`config.mk`:
```
export PLATFORM = sky130hd
export DESIGN_NAME = beam_sched
export DESIGN_NICKNAME = d
export VERILOG_FILES = /design/src/rtl/beam_sched.sv
export SDC_FILE = /design/constraint.sdc
export NUM_CORES = 1
export LEC_CHECK = 0
export CAP_MARGIN = 20
export CORE_UTILIZATION = 50
export CTS_BUF_LIST = sky130_fd_sc_hd__clkbuf_2
export DETAILED_ROUTE_END_ITERATION = 8
export GPL_ROUTABILITY_DRIVEN = 0
export PLACE_DENSITY = 0.68
export SLEW_MARGIN = 30
export SYNTH_ARGS = -nofsm -noshare
export SYNTH_HDL_FRONTEND = slang
export SYNTH_SLANG_ARGS = --single-unit
```
`constraint.sdc`:
```
create_clock -name i_clk -period 5.1 [get_ports i_clk]
set_input_delay 0.51 -clock i_clk [delete_from_list [all_inputs] [get_ports i_clk]]
set_output_delay 0.51 -clock i_clk [all_outputs]
set_load 0.05 [all_outputs]
```
`src/rtl/beam_sched.sv`:
```
// Burst scheduler for the beam mux: walks a programmable {dac, len} table,
// gating the source and counting accepted beats per entry.
module beam_sched #(
  parameter int unsigned DEPTH = 8,
  parameter int unsigned LEN_W = 16,
  localparam int unsigned AW = $clog2(DEPTH)
) (
  input  logic             i_clk,
  input  logic             i_rst,
  input  logic             i_cfg_we,
  input  logic [AW-1:0]    i_cfg_addr,
  input  logic [1:0]       i_cfg_dac,
  input  logic [LEN_W-1:0] i_cfg_len,
  input  logic             i_start,
  input  logic             i_loop,
  input  logic             i_abort,
  input  logic             i_beat,
  input  logic             i_last,
  output logic [1:0]       o_dac_sel,
  output logic             o_gate,
  output logic             o_busy,
  output logic             o_done,
  output logic [AW-1:0]    o_entry,
  output logic             o_len_err,
  output logic             o_sel_err,
  output logic             o_stray_err
);

  typedef enum logic [1:0] {StIdle, StFetch, StRun} state_e;

  state_e           state_q;
  logic [1:0]       tbl_dac [DEPTH];
  logic [LEN_W-1:0] tbl_len [DEPTH];
  logic [LEN_W-1:0] cnt_q;
  logic             loop_q;

  logic [1:0]       cur_dac;
  logic [LEN_W-1:0] cur_len;
  logic             final_beat;
  logic             adv_finish;
  logic [AW-1:0]    adv_entry;

  always_comb begin
    cur_dac    = tbl_dac[o_entry];
    cur_len    = tbl_len[o_entry];
    final_beat = (cnt_q == cur_len - LEN_W'(1));
    // Leaving the last table slot behaves like hitting an end marker.
    adv_finish = (o_entry == AW'(DEPTH - 1)) && !loop_q;
    adv_entry  = (o_entry == AW'(DEPTH - 1)) ? '0 : o_entry + AW'(1);
  end

  always_ff @(posedge i_clk) begin
    if (i_rst) begin
      state_q     <= StIdle;
      cnt_q       <= '0;
      loop_q      <= 1'b0;
      o_dac_sel   <= 2'd0;
      o_gate      <= 1'b0;
      o_busy      <= 1'b0;
      o_done      <= 1'b0;
      o_entry     <= '0;
      o_len_err   <= 1'b0;
      o_sel_err   <= 1'b0;
      o_stray_err <= 1'b0;
      for (int unsigned i = 0; i < DEPTH; i++) begin
        tbl_dac[i] <= 2'd0;
        tbl_len[i] <= '0;
      end
    end else begin
      o_done <= 1'b0;
      if (i_cfg_we && !o_busy) begin
        tbl_dac[i_cfg_addr] <= i_cfg_dac;
        tbl_len[i_cfg_addr] <= i_cfg_len;
      end
      if (i_beat && state_q != StRun) o_stray_err <= 1'b1;

      if (i_abort) begin
        state_q <= StIdle;
        o_gate  <= 1'b0;
        o_busy  <= 1'b0;
      end else begin
        unique case (state_q)
          StIdle: begin
            if (i_start) begin
              o_len_err   <= 1'b0;
              o_sel_err   <= 1'b0;
              o_stray_err <= 1'b0;
              loop_q      <= i_loop;
              o_entry     <= '0;
              o_busy      <= 1'b1;
              state_q     <= StFetch;
            end
          end
          StFetch: begin
            if (cur_len == '0) begin
              if (loop_q && o_entry != '0) begin
                o_entry <= '0;
              end else begin
                o_done  <= 1'b1;
                o_busy  <= 1'b0;
                state_q <= StIdle;
              end
            end else if (cur_dac == 2'd3) begin
              o_sel_err <= 1'b1;
              if (adv_finish) begin
                o_done  <= 1'b1;
                o_busy  <= 1'b0;
                state_q <= StIdle;
              end else begin
                o_entry <= adv_entry;
              end
            end else begin
              o_dac_sel <= cur_dac;
              cnt_q     <= '0;
              o_gate    <= 1'b1;
              state_q   <= StRun;
            end
          end
          StRun: begin
            if (i_beat) begin
              cnt_q <= cnt_q + LEN_W'(1);
              if (final_beat) begin
                if (!i_last) o_len_err <= 1'b1;
                o_gate <= 1'b0;
                if (adv_finish) begin
                  o_done  <= 1'b1;
                  o_busy  <= 1'b0;
                  state_q <= StIdle;
                end else begin
                  o_entry <= adv_entry;
                  state_q <= StFetch;
                end
              end else if (i_last) begin
                o_len_err <= 1'b1;
              end
            end
          end
          default: state_q <= StIdle;
        endcase
      end
    end
  end

endmodule
```
==> results of run 1 <==
Yosys cell counts (4+ instances only):
| library cell | number |
|---|---|
| mux2i_1 | 10 |
| mux4_2 | 36 |
| and2_1 | 147 |
| xor2_1 | 11 |
| o211ai_1 | 4 |
| a21oi_1 | 16 |
| clkbuf_1 | 16 |
| nand4_1 | 9 |
| nand2b_1 | 7 |
| o21ai_0 | 17 |
| mux2i_4 | 5 |
| dfxtp_1 | 33 |
| nand3_1 | 12 |
| or2_2 | 5 |
| xnor2_1 | 15 |
| nor3_1 | 14 |
| ha_1 | 10 |
| or3_1 | 8 |
| mux2i_2 | 4 |
| a21o_1 | 4 |
| mux2_2 | 5 |
| nor2_1 | 33 |
| inv_1 | 13 |
| edfxtp_1 | 144 |
| nand2_1 | 29 |
| buf_6 | 5 |
| buf_2 | 6 |
| and3_1 | 7 |
| o21ai_1 | 5 |
| o22ai_1 | 5 |
| nor4_1 | 4 |
sequential cells by signal, indices dropped and copies added (netlist names), 2 cells and up, named ones only:
register / count
cnt_q: 16
o_dac_sel: 2
o_entry: 3
state_q: 2
tbl_dac: 16
tbl_len: 128
cells in the final DEF, fill, tap and decap left out, types with 11 or more instances in the layout:
cell / count
xor2_1: 11
nand3_1: 12
dfxtp_1: 31
buf_4: 14
xnor2_1: 15
mux4_2: 36
inv_1: 13
and2_1: 147
clkdlybuf4s50_1: 39
clkbuf_2: 17
a21oi_1: 16
o21ai_0: 11
nand2_1: 29
nor2_1: 28
edfxtp_1: 144
nor3_1: 12
kinds of logic after synthesis:
family | after synthesis | share of synthesized area [%]
simple gates | 296 | 19.30
flops | 177 | 55.76
compound gates | 76 | 5.990
mux | 60 | 12.69
buf+inv | 42 | 2.309
xor+xnor | 26 | 2.547
fa+ha+maj | 10 | 1.400
worst min-delay path by stage:
stage / end / slack (ps) / cells past startpoint
4_1_cts: loop_q / 210 / 3
3_5_place_dp: o_gate / 480 / 2
6_report: loop_q / 280 / 3
3_3_place_gp: o_gate / 460 / 2
2_1_floorplan: loop_q / 450 / 2
5_1_grt: loop_q / 220 / 3
worst max-delay path: cells and delay by family (launching register included):
family	cells	cell delay [ps]
AND/OR/NAND/NOR	5	1720
multiplexers	2	870
flip-flops	1	850
AO/OA/AOI/OAI	3	730
adder cells (fa/ha/maj)	1	290
routing by layer:
metal	wire length (um)	global-route usage (%)
met1	8661	30.20
met4	461	8.864
met2	10690	41.98
met3	1277	5.350
met5	0	0
per-stage QoR:
stage,power (uW),std cells
after CTS,2568,967
after global routing,2638,968
after global placement,1877,936
after floorplan,1787,687
after detailed placement,1885,936
final,2555,968
layout make-up:
class,instances,area (um2)
clock buffer,17,85.08
multi-input combinational,468,3799
antenna,1,2.502
sequential,177,4987
fill,1402,7516
inverter,13,48.80
tap,225,281.5
clock inverter,14,141.4
timing repair buffer,53,495.5
where the power goes:
group          internal (uW)  switching, uW
clock network            156            543
registers               1610           17.8
logic                   87.4            138
==> impl_results.md, run 1 <==
* Ys async rst share at 0%
* Hold buffers post-CTS at 0
* Fmax achieved at 0.2207 GHz
* Leakage power at 0.003449 uW
* H-tree depth at 4
* Top post-synthesis cells by area: edfxtp_1, and2_1, mux4_2
* Mapped cell area at 8940 um2
* RSZ-0062 raised after global routing: no
* Fin nets at 769
* Outcome: complete, no violations
* Placed Instance Area at 9607 um2
* Worst setup path category: reg -> reg
* Largest net degree at the start of global routing at 34
* Cells after synthesis at 687
* GR Overflow Total at 0
* Syn Nets at 726
* Chip height at 135.7 um
* Syn avg cell area at 13.01 um2
* Post-route ant nets at 0
* Yosys top cell area share at 48.37%
* Clk slew on worst S/H paths at 270 ps
* DP HPWL at 13,590 um
* CTS tree: yes
* Slowest stage cell, crit path: dfxtp_2
* CP endpoint kind: flop
* Worst min-delay path class: in -> reg
* Final setup viols at 0
* Worst slew margin at 35.55%
* Core Area at 17,360 um2
* Area grow syn2layout at 10.08%
* Boundary Pins at 40
* Fin Hold WS at 279.0 ps
* Clk root buf: clkbuf_2
* Critical Path AT at 5230 ps
* Hold Startpoint: i_loop
* Worst Clk Skew at 28.85 ps
* Leading area contributor after synthesis: edfxtp_1
* Vias at 5,737
* Setup slack, reg-to-reg at 570 ps
* DRT Pass-1 Iters at 5
* PD cells at 259.6 nW/um2
* GR Util All Layers at 24.44%
* Worst-skew pair later-pin latency at 780 ps
* Worst VDD drop at 113.7 uV
* Slowest stage delay, CP at 850 ps
* First-pass GRT wire length at 32,550 um
* Final Cycle Share at 88.85%
* R2r worst-path depth at 11
* Synthesized flop and latch total at 177
* Synth cell types at 65
* DR iter-0 viols at 474
* Number of synthesized flops with an enable pin at 144
* WP data required at 5800 ps
* Final non-filler cell area at 9841 um2
* Post-CTS setup buffers at 0
* Final Hold Vio Count at 0
* Fin worst setup slack at 568.4 ps
* Post-place setup slack at 654.7 ps
* Yosys Warn Count at 0
* CTS buffer count at 17
* CP Cell Sequence: mux4_2 -> mux2i_4 -> ha_1 -> nand3_1 -> nor2_1 -> nand4_1 -> a311oi_1 -> and3_1 -> a41oi_4 -> or4b_1 -> o31ai_1
* # port buffers at 39
* Wirelength, routed at 21,090 um
* TNS Setup at 0 ps
* Residual DRC at 0
* Post-layout minimum cycle time at 4532 ps
* Fin util at 56.70%
* Sink Count at 177
* Final Max Tran Viols at 0
* DR vias/cell at 5.927
* Sequential share of the synthesized area at 55.76%
* Ys flop type: edfxtp_1
* Site row count at 48
* Share of layout cells above drive strength 1 at 16.85%
* Clk buf depth at 2
* Worst-margin pin slew at 965.8 ps
* Initial antenna violation count at 1
* Worst Path Max Fanout at 20
* Chip width at 135.7 um
* CP Launch Type: flop
* Initial Utilization at 51.51%
* CTS resizes at 0
* Max Cap Viol at 0
* Vias in the first global route at 5,780
* Die area at 18,420 um2
* Drt wl/cell at 21.79 um
Note: power is estimated with default switching activity, not from simulation.
==> run 2, diff against run 1 <==
clock period = 5.15 ns   (was 5.1 ns; I/O delays follow)
==> results of run 2 <==
Same layout as run 1 (identical final DEF). Status: complete, no violations.
Among the figures that moved: setup slack after placement 654.7 ps -> 704.7 ps; setup slack after layout 568.4 ps -> 618.4 ps; hold slack 279.0 ps -> 284.0 ps; register-to-register setup slack 570 ps -> 620 ps; total power 2555 uW -> 2530 uW; worst IR drop on VDD 113.7 uV -> 112.6 uV
